--- config.mk ---
export PLATFORM = sky130hd
export DESIGN_NAME = dot_matrix_scan_ctrl_flat
export DESIGN_NICKNAME = d
export VERILOG_FILES = /design/src/rtl/dot_matrix_scan_ctrl_if.sv /design/src/rtl/dot_matrix_scan_ctrl.sv /design/src/flat_wrapper.sv
export SDC_FILE = /design/constraint.sdc
export NUM_CORES = 1
export LEC_CHECK = 0
export BUFFER_PORTS_ARGS = -buffer_cell sky130_fd_sc_hd__clkbuf_2
export CAP_MARGIN = 10
export CORE_ASPECT_RATIO = 0.8
export CORE_MARGIN = 2
export CORE_UTILIZATION = 45
export CTS_BUF_LIST = sky130_fd_sc_hd__clkbuf_2 sky130_fd_sc_hd__clkbuf_4 sky130_fd_sc_hd__clkbuf_8
export DETAILED_ROUTE_END_ITERATION = 16
export PLACE_DENSITY_LB_ADDON = 0.1
export SLEW_MARGIN = 20
export SYNTH_ARGS = -nofsm -noshare
export SYNTH_HDL_FRONTEND = slang
export SYNTH_SLANG_ARGS = --single-unit
--- constraint.sdc ---
create_clock -name clk -period 3.5 [get_ports clk]
set_clock_uncertainty 0.05 [all_clocks]
set_input_delay 0.35 -clock clk [delete_from_list [all_inputs] [get_ports clk]]
set_output_delay 0.35 -clock clk [all_outputs]
set_load 0.05 [all_outputs]
--- src/rtl/dot_matrix_scan_ctrl_if.sv ---
// Bus between the display-pattern logic and the dot-matrix scan controller:
// back-buffer writes, swap request, brightness/blink controls and panel pins.
interface dot_matrix_scan_ctrl_if #(
  parameter int N_PANELS = 2,
  parameter int ROWS     = 8,
  parameter int COLS     = 8,
  parameter int PWM_BITS = 3
);
  localparam int PANEL_W = (N_PANELS > 1) ? $clog2(N_PANELS) : 1;
  localparam int ROW_W   = (ROWS > 1) ? $clog2(ROWS) : 1;

  logic                     wr_en;
  logic [PANEL_W-1:0]       wr_panel;
  logic [ROW_W-1:0]         wr_row;
  logic [COLS-1:0]          wr_data;
  logic                     swap_req;
  logic                     swap_done;
  logic [PWM_BITS-1:0]      brightness;
  logic                     blink_en;
  logic                     frame_start;
  logic [ROWS-1:0]          row;
  logic [N_PANELS*COLS-1:0] col;

  modport master (
    output wr_en, wr_panel, wr_row, wr_data, swap_req, brightness, blink_en,
    input  swap_done, frame_start, row, col
  );

  modport slave (
    input  wr_en, wr_panel, wr_row, wr_data, swap_req, brightness, blink_en,
    output swap_done, frame_start, row, col
  );
endinterface

--- src/rtl/dot_matrix_scan_ctrl.sv ---
// Double-buffered row-scan controller for side-by-side LED dot-matrix panels
// with frame-aligned buffer swap, per-row PWM brightness and frame-counted blink.
module dot_matrix_scan_ctrl #(
  parameter int N_PANELS     = 2,
  parameter int ROWS         = 8,
  parameter int COLS         = 8,
  parameter int SCAN_DIV     = 5000,
  parameter int PWM_BITS     = 3,
  parameter int BLINK_FRAMES = 25
) (
  input logic                   clk,
  input logic                   rst,
  dot_matrix_scan_ctrl_if.slave bus
);
  localparam int ROW_W = (ROWS > 1) ? $clog2(ROWS) : 1;
  localparam int DIV_W = $clog2(SCAN_DIV);
  localparam int LIM_W = DIV_W + PWM_BITS + 1;
  localparam int FRM_W = (BLINK_FRAMES > 1) ? $clog2(BLINK_FRAMES) : 1;

  localparam logic [DIV_W-1:0] DIV_LAST = DIV_W'(SCAN_DIV - 1);
  localparam logic [ROW_W-1:0] ROW_LAST = ROW_W'(ROWS - 1);
  localparam logic [FRM_W-1:0] FRM_LAST = FRM_W'(BLINK_FRAMES - 1);

  logic [COLS-1:0]          fb_r [2][N_PANELS][ROWS];
  logic [DIV_W-1:0]         div_cnt_r;
  logic [ROW_W-1:0]         row_sel_r;
  logic                     active_r;
  logic                     swap_pending_r;
  logic                     blink_phase_r;
  logic [FRM_W-1:0]         frame_cnt_r;
  logic [LIM_W-1:0]         on_limit_r;
  logic [ROWS-1:0]          row_r;
  logic [N_PANELS*COLS-1:0] col_r;
  logic                     swap_done_r;
  logic                     frame_start_r;

  logic                     terminal_s;
  logic                     boundary_s;
  logic                     do_swap_s;
  logic                     wr_ok_s;
  logic                     lit_s;
  logic                     frame_start_s;
  logic [LIM_W-1:0]         on_limit_s;
  logic [ROWS-1:0]          row_s;
  logic [N_PANELS*COLS-1:0] col_s;

  // Scan position decode, swap decision, write qualification and next pin values
  always_comb begin
    terminal_s    = (div_cnt_r == DIV_LAST);
    boundary_s    = terminal_s && (row_sel_r == ROW_LAST);
    do_swap_s     = boundary_s && (swap_pending_r || bus.swap_req);
    wr_ok_s       = bus.wr_en && (32'(bus.wr_row) < 32'(ROWS))
                    && (32'(bus.wr_panel) < 32'(N_PANELS));
    on_limit_s    = ((LIM_W'(bus.brightness) + LIM_W'(1)) * LIM_W'(SCAN_DIV)) >> PWM_BITS;
    lit_s         = (LIM_W'(div_cnt_r) < on_limit_r) && !(bus.blink_en && blink_phase_r);
    frame_start_s = (div_cnt_r == DIV_W'(0)) && (row_sel_r == ROW_W'(0));
    row_s         = '1;
    col_s         = '0;
    for (int r = 0; r < ROWS; r++) begin
      row_s[r] = (row_sel_r != ROW_W'(r));
    end
    for (int p = 0; p < N_PANELS; p++) begin
      if (lit_s) begin
        col_s[p*COLS +: COLS] = fb_r[active_r][p][row_sel_r];
      end else begin
        col_s[p*COLS +: COLS] = '0;
      end
    end
  end

  // Row timing, frame-boundary swap, blink counter and PWM limit sampled at row start
  always_ff @(posedge clk) begin
    if (rst) begin
      div_cnt_r      <= '0;
      row_sel_r      <= '0;
      active_r       <= 1'b0;
      swap_pending_r <= 1'b0;
      blink_phase_r  <= 1'b0;
      frame_cnt_r    <= '0;
      on_limit_r     <= on_limit_s;
    end else begin
      if (terminal_s) begin
        div_cnt_r  <= '0;
        on_limit_r <= on_limit_s;
        if (row_sel_r == ROW_LAST) begin
          row_sel_r <= '0;
        end else begin
          row_sel_r <= row_sel_r + ROW_W'(1);
        end
      end else begin
        div_cnt_r <= div_cnt_r + DIV_W'(1);
      end
      if (do_swap_s) begin
        active_r       <= ~active_r;
        swap_pending_r <= 1'b0;
      end else if (bus.swap_req) begin
        swap_pending_r <= 1'b1;
      end
      if (boundary_s) begin
        if (frame_cnt_r == FRM_LAST) begin
          frame_cnt_r   <= '0;
          blink_phase_r <= ~blink_phase_r;
        end else begin
          frame_cnt_r <= frame_cnt_r + FRM_W'(1);
        end
      end
    end
  end

  // Back-buffer writes; the side not displayed this cycle takes the data
  always_ff @(posedge clk) begin
    if (rst) begin
      for (int b = 0; b < 2; b++) begin
        for (int p = 0; p < N_PANELS; p++) begin
          for (int r = 0; r < ROWS; r++) begin
            fb_r[b][p][r] <= '0;
          end
        end
      end
    end else if (wr_ok_s) begin
      fb_r[~active_r][bus.wr_panel][bus.wr_row] <= bus.wr_data;
    end
  end

  // Registered pin drivers, one cycle behind the scan state
  always_ff @(posedge clk) begin
    if (rst) begin
      row_r         <= '1;
      col_r         <= '0;
      swap_done_r   <= 1'b0;
      frame_start_r <= 1'b0;
    end else begin
      row_r         <= row_s;
      col_r         <= col_s;
      swap_done_r   <= do_swap_s;
      frame_start_r <= frame_start_s;
    end
  end

  assign bus.row         = row_r;
  assign bus.col         = col_r;
  assign bus.swap_done   = swap_done_r;
  assign bus.frame_start = frame_start_r;
endmodule

--- src/flat_wrapper.sv ---
// flat-port wrapper written by rule: the top's interface ports become plain ports
module dot_matrix_scan_ctrl_flat 
#(
  parameter int N_PANELS     = 2,
  parameter int ROWS         = 8,
  parameter int COLS         = 8,
  parameter int SCAN_DIV     = 5000,
  parameter int PWM_BITS     = 3,
  parameter int BLINK_FRAMES = 25
)
  (clk, rst, bus_wr_en, bus_wr_panel, bus_wr_row, bus_wr_data, bus_swap_req, bus_brightness, bus_blink_en, bus_swap_done, bus_frame_start, bus_row, bus_col);
  dot_matrix_scan_ctrl_if #(.N_PANELS(N_PANELS), .ROWS(ROWS), .COLS(COLS), .PWM_BITS(PWM_BITS)) bus_i ();
  input logic clk;
  input logic rst;
  input wire logic [$bits(bus_i.wr_en)-1:0] bus_wr_en;
  input wire logic [$bits(bus_i.wr_panel)-1:0] bus_wr_panel;
  input wire logic [$bits(bus_i.wr_row)-1:0] bus_wr_row;
  input wire logic [$bits(bus_i.wr_data)-1:0] bus_wr_data;
  input wire logic [$bits(bus_i.swap_req)-1:0] bus_swap_req;
  input wire logic [$bits(bus_i.brightness)-1:0] bus_brightness;
  input wire logic [$bits(bus_i.blink_en)-1:0] bus_blink_en;
  output wire logic [$bits(bus_i.swap_done)-1:0] bus_swap_done;
  output wire logic [$bits(bus_i.frame_start)-1:0] bus_frame_start;
  output wire logic [$bits(bus_i.row)-1:0] bus_row;
  output wire logic [$bits(bus_i.col)-1:0] bus_col;
  assign bus_i.wr_en = bus_wr_en;
  assign bus_i.wr_panel = bus_wr_panel;
  assign bus_i.wr_row = bus_wr_row;
  assign bus_i.wr_data = bus_wr_data;
  assign bus_i.swap_req = bus_swap_req;
  assign bus_i.brightness = bus_brightness;
  assign bus_i.blink_en = bus_blink_en;
  assign bus_swap_done = bus_i.swap_done;
  assign bus_frame_start = bus_i.frame_start;
  assign bus_row = bus_i.row;
  assign bus_col = bus_i.col;
  dot_matrix_scan_ctrl #(.N_PANELS(N_PANELS), .ROWS(ROWS), .COLS(COLS), .SCAN_DIV(SCAN_DIV), .PWM_BITS(PWM_BITS), .BLINK_FRAMES(BLINK_FRAMES)) u_core (.clk(clk), .rst(rst), .bus(bus_i));
endmodule
# After elaboration in Yosys (flattened, before gate mapping)
# Memories as Yosys holds them, arrays and structs flattened. A register that Yosys moved wholly into a read port is not among the register bits.
# Cells that the tools add are included.
[classes]
n_reduce_logical = 18
muxes = 24
magnitude_cmp = 6
eq_ne = 10
n_bitwise = 6
addsub = 4
multipliers = 1
[ops]
columns = ["op", "count"]
rows = [
  ["two-way mux 128 bit", 3],
  ["OR reduction 128 bit", 1],
  ["demux 64 bit (select 1 bit)", 1],
  ["two-way mux 64 bit", 1],
  ["binary-select mux 8 bit (select 3 bit)", 2],
  ["two-way mux 8 bit", 5],
  ["two-way mux 14 bit", 2],
  ["demux 8 bit (select 3 bit)", 1],
  ["multiplier 17 x 10 -> 14 bit, second input constant", 1],
  ["less-than comparator 13 x 14 -> 1 bit", 1],
  ["adder 13 x 1 -> 13 bit, second input constant", 1],
  ["equality test 13 bit, second input constant", 1],
  ["zero test 13 bit", 1],
  ["!= test 3 bit, second input constant", 4],
  [">= comparator 4 bit, second input constant", 2],
  ["NOT 3 -> 4 bit", 2],
  ["logical AND 1 bit", 7],
  ["two-way mux 1 bit", 7],
  ["!= test 3 x 2 -> 1 bit, second input constant", 2],
  ["OR reduction 2 bit", 3],
  ["adder 5 x 1 -> 5 bit, second input constant", 1],
  ["equality test 5 bit, second input constant", 1],
  ["two-way mux 5 bit", 1],
  ["adder 3 x 1 -> 4 bit, second input constant", 1],
  ["15 further kinds", 17],
]
[totals]
in_bits = 20
ff_bits = 64
elab_cells = 81
output_inout_bits = 26
ram_bits = 256
mem_count = 1
[mem_list]
columns = ["memory", "words", "width", "read_ports", "rd_clocked_by_memory_dff", "wr", "line", "rtl"]
rows = [
  ["u_core.fb_r", 2, 128, 1, 1, 2, "dot_matrix_scan_ctrl.sv:24", "logic [COLS-1:0] fb_r [2][N_PANELS][ROWS];"],
]

# Depth between registers and ports, before layout
[depth]
ltp_word = 10
ltp_mapped = 13
depth_no_buf = 13

# Worst setup path after synthesis
# Ideal clock, no wire load.
[synth_path]
path_type = "input-to-reg"
from = "input port bus_brightness[0]"
to = "register u_core.on_limit_r[11], data pin"
setup_ns = 0.277
arrival_ns = 2.745
setup_slack_ns = 0.427
required_ns = 3.173
path_stages = 12
path_buffers = 0
cell_sequence = "ha_1 xor2_1 inv_1 ha_1 inv_1 ha_1 ha_1 ha_1 a21o_1 a21oi_1 o211a_1 a311oi_1"
[synth_between]
elab_chain_cells = 4
[synth_rtl]
columns = ["item", "line", "rtl"]
rows = [
  ["start, declared", "flat_wrapper.sv:20", "input wire logic [$bits(bus_i.brightness)-1:0] bus_brightness;"],
  ["adder 3 x 1 -> 4 bit *", "dot_matrix_scan_ctrl.sv:54", "on_limit_s = ((LIM_W'(bus.brightness) + LIM_W'(1)) * LIM_W'(SCAN_DIV)) >> PWM_BITS;"],
  ["multiplier 17 x 10 -> 14 bit *", "dot_matrix_scan_ctrl.sv:54", ""],
  ["net u_core.on_limit_s[11]", "dot_matrix_scan_ctrl.sv:43", "logic [LIM_W-1:0] on_limit_s;"],
  ["two-way mux 14 bit", "dot_matrix_scan_ctrl.sv:82", "if (terminal_s) begin"],
  ["two-way mux 14 bit *", "dot_matrix_scan_ctrl.sv:73", "if (rst) begin"],
  ["end signal, assigned", "dot_matrix_scan_ctrl.sv:80", "on_limit_r <= on_limit_s;"],
  ["end signal, assigned", "dot_matrix_scan_ctrl.sv:84", "on_limit_r <= on_limit_s;"],
  ["end, declared", "dot_matrix_scan_ctrl.sv:31", "logic [LIM_W-1:0] on_limit_r;"],
]
# The timed path passes the listed nets; every way through them passes the cells marked *. The select of a mux whose other input is x is not followed.
# A chain may end at the register's enable or synchronous reset.

# Worst setup path after layout
# Same ends and word-level chain as after synthesis.

==> flow_metrics.env <==
export IMPL_run_status="finished clean"
export IMPL_synthesis_instances=942
export IMPL_place_port_buffers=45
export IMPL_total_via_count_after_detailed_routing=8045
export IMPL_multi_input_area_mm2=0.00436
export IMPL_tritoncts="built"
export IMPL_number_of_iterations_in_the_first_detailed_routing_pass=5
export IMPL_layout_nets=1088
export IMPL_fin_ws_ns=0.825
export IMPL_grt_antenna_before_repair=2
export IMPL_grt_remaining_overflow=0
export IMPL_worstMarginPinSlew_ns=0.829
export IMPL_hold_class="in2reg"
export IMPL_ys_flop_type="edfxtp_1"
export IMPL_placeableCoreArea_mm2=0.0303
export IMPL_worstPathArrival_ns=3.02
export IMPL_yosys_warnings=0
export IMPL_detailedPlace_worstSlack_ns=0.263
export IMPL_synth_distinct_cells=58
export IMPL_pin_count_of_the_biggest_net_entering_global_routing=68
export IMPL_drt_antenna_violating_nets=0
export IMPL_die_height_um=161
export IMPL_worst_ep_required_time_ns=3.84
export IMPL_grt_first_pass_wirelength_um=50700
export IMPL_p_sw_mw=1.82
export IMPL_async_reset_ff_share_pct=0
export IMPL_clock_power_share_pct=39.8
export IMPL_clock_latency_of_the_later_clocked_register_in_the_worst_skew_pair_ns=0.59
export IMPL_p_per_area_mw_per_mm2=514
export IMPL_maximum_operating_frequency_ghz=0.374
export IMPL_seqPwrFrac_pct=54.2
export IMPL_worst_setup_hold_path_clk_slew_ns=0.06
export IMPL_starting_utilization_of_the_core_area_pct=45.7
export IMPL_setup_violations_final=0
export IMPL_cts_root_buffer_cell="clkbuf_8"
export IMPL_drt_initial_drc_count=643
export IMPL_synth_fp_nets=999
export IMPL_post_cts_setup_buffers=0
export IMPL_post_drt_via_cell_ratio=5.42
export IMPL_timing_critical_path_to_type="flop"
export IMPL_power_switching_fraction_pct=22.5
export IMPL_fin_total_pwr_mw=8.06
export IMPL_cts_buffers_inserted=52
export IMPL_first_global_vias=8072
export IMPL_synth_area_per_cell_um2=14.7
export IMPL_timing_final_crit_period_ns=2.68
export IMPL_drt_drc_violations_left=0
export IMPL_dp_hpwl_um=21500
export IMPL_synth_area_mm2=0.0139
export IMPL_ys_seq_area_share_pct=65.7
export IMPL_gpl_final_weighted_congestion=0.830
export IMPL_die_area_mm2=0.0322
export IMPL_seqCellArea_mm2=0.00910
export IMPL_cts_max_path_buffers=3
export IMPL_period_share_pct=76.4
export IMPL_final_fill_count=2561
export IMPL_postSynthRegisterBits=320
export IMPL_route_final_wire_length_um=33500
export IMPL_post_drt_wl_per_cell_um=22.6
export IMPL_htree_depth=2
export IMPL_core_rowCount=57
export IMPL_die_width_um=200
export IMPL_setup_total_negative_slack_ns=0
export IMPL_post_route_cells_drive_above_1_share_pct=23.9
export IMPL_combPwrFrac_pct=6.0
export IMPL_gr_usage_all_layers_pct=21.4
export IMPL_internal_power_mw=6.25
export IMPL_slew_limit_headroom_pct=44.7
export IMPL_drv_max_cap_violation_count=0
export IMPL_drv_slew=0
export IMPL_io_pins=46
export IMPL_timing_critical_path_fanout_max=4
export IMPL_area_growth_syn_to_layout_pct=13.2
export IMPL_max_vdd_drop_v=0.000330
export IMPL_cts_repair_resize_count=0
export IMPL_path_class="in2reg"
export IMPL_postLayoutCoreUtil_pct=51.8
export IMPL_number_of_enable_type_register_cells_in_the_synthesized_netlist=269
export IMPL_finalHoldViolCount=0
export IMPL_cts_sink_count=320
export IMPL_cp_start_kind="input port"
export IMPL_rsz0062_at_grt="no"
export IMPL_p_leak_nw=5.94
critical path: stages:
cell and delay (ns):
clkbuf_2 0.11, ha_1 0.22, xor2_1 0.18, inv_1 0.09
ha_1 0.27, inv_1 0.05, ha_1 0.27, ha_1 0.34
ha_1 0.30, a21o_1 0.16, a21oi_1 0.33, nor2_1 0.08
a311oi_1 0.27
cell usage in the layout, fill, tap and decap left out, types with 5 or more instances in the layout:
cell,count
a211oi_1,17
ha_1,36
nand4_1,6
nor2_1,162
mux2i_1,33
a21oi_1,13
mux2_2,19
xnor2_1,7
nand2b_1,8
inv_1,37
mux4_1,9
nand3_1,9
buf_4,34
edfxtp_1,269
dfxtp_1,49
clkbuf_4,23
clkbuf_2,45
xor2_1,5
clkinv_1,7
clkbuf_8,59
nor3_1,8
o21ai_0,14
nand2_1,79
mux4_2,55
routing by layer:
metal / global-route usage [%] / vias to the layer above / share of wire [%]
met5: 0 / - / 0.039
met4: 5.12 / 2 / 1.3
met3: 5.42 / 40 / 7.6
met2: 31.1 / 245 / 44
met1: 32.2 / 4062 / 47
li1: - / 3696 / -
logic make-up (layout without fill, tap and decap cells):
group / after synthesis / count (layout) / share of synthesized area (%)
flops: 320 / 320 / 65.7
buf+inv: 86 / 213 / 2.93
other cells: 0 / 1 / 0
mux: 116 / 116 / 14.6
fa+ha+maj: 37 / 37 / 3.40
xor+xnor: 12 / 12 / 0.759
compound gates: 63 / 63 / 3.03
simple gates: 308 / 308 / 9.64
per-stage QoR:
stage | hold WS, ns | area (um2) | cells
6_report | 0.0741 | 15700 | 1483
5_1_grt | 0.0858 | 15700 | 1482
4_1_cts | 0.0416 | 15700 | 1482
3_5_place_dp | 0.429 | 14600 | 1389
3_3_place_gp | 0.428 | 14600 | 1389
2_1_floorplan | 0.395 | 13900 | 942
area by class of cell:
| type | count | share of cell area [%] |
|---|---|---|
| well taps | 413 | 3.29 |
| inverters | 39 | 0.933 |
| clock buffers | 82 | 6.28 |
| repair buffers | 82 | 3.38 |
| diodes | 1 | 0.0160 |
| clock inverters | 10 | 0.271 |
| flip-flops and latches | 320 | 58.0 |
| multi-input cells | 536 | 27.8 |
cell usage after synthesis, types with 7 or more instances:
cell	n	share of area, %
dfxtp_1	51	7.4
xnor2_1	7	0.44
nor2_1	162	4.4
edfxtp_1	269	58
nand2_1	79	2.1
mux4_1	9	1.7
clkbuf_1	30	0.81
buf_6	9	0.73
ha_1	36	3.3
a211oi_1	17	0.92
mux2_2	19	1.5
a21oi_1	13	0.47
mux2i_1	33	2.4
nand2b_1	8	0.36
o21ai_0	14	0.51
nor3_1	9	0.33
inv_1	37	1.0
mux4_2	55	8.9
nand3_1	9	0.33
registers in the layout (all words and copies together), names as in the netlist, named ones only:
register,count
u_core.frame_cnt_r,5
u_core.bus.col,16
u_core.fb_r,256
u_core.blink_phase_r,1
u_core.bus.swap_done,1
u_core.bus.frame_start,1
u_core.bus.row,8
u_core.div_cnt_r,13
u_core.row_sel_r,3
u_core.swap_pending_r,1
u_core.active_r,1
u_core.on_limit_r,13
power by group through the flow:
stage	logic [mW]	registers, mW	clock network, mW
2_1_floorplan	0.279	4.46	0
3_3_place_gp	0.481	4.45	0
3_5_place_dp	0.483	4.45	0
4_1_cts	0.486	4.37	3.26
5_1_grt	0.535	4.39	3.43
6_report	0.481	4.37	3.21
worst paths after layout:
kind	from	to	slack, ns	depth (start not counted)
min reg2reg	u_core.frame_cnt_r[3]	u_core.frame_cnt_r[3]	0.45	1
max	bus_brightness[0]	u_core.on_limit_r[11]	0.82	13
min	bus_brightness[2]	u_core.on_limit_r[12]	0.07	2
max reg2reg	flop	u_core.bus.col[7]	1.02	5
what timing repair did:
action / CTS / global route
hold buffers: 1 / 0
endpoints found under the hold margin: 1 / 0
endpoints found under the setup margin: 0 / 0
No activity file was read; power rests on OpenSTA's default activity.
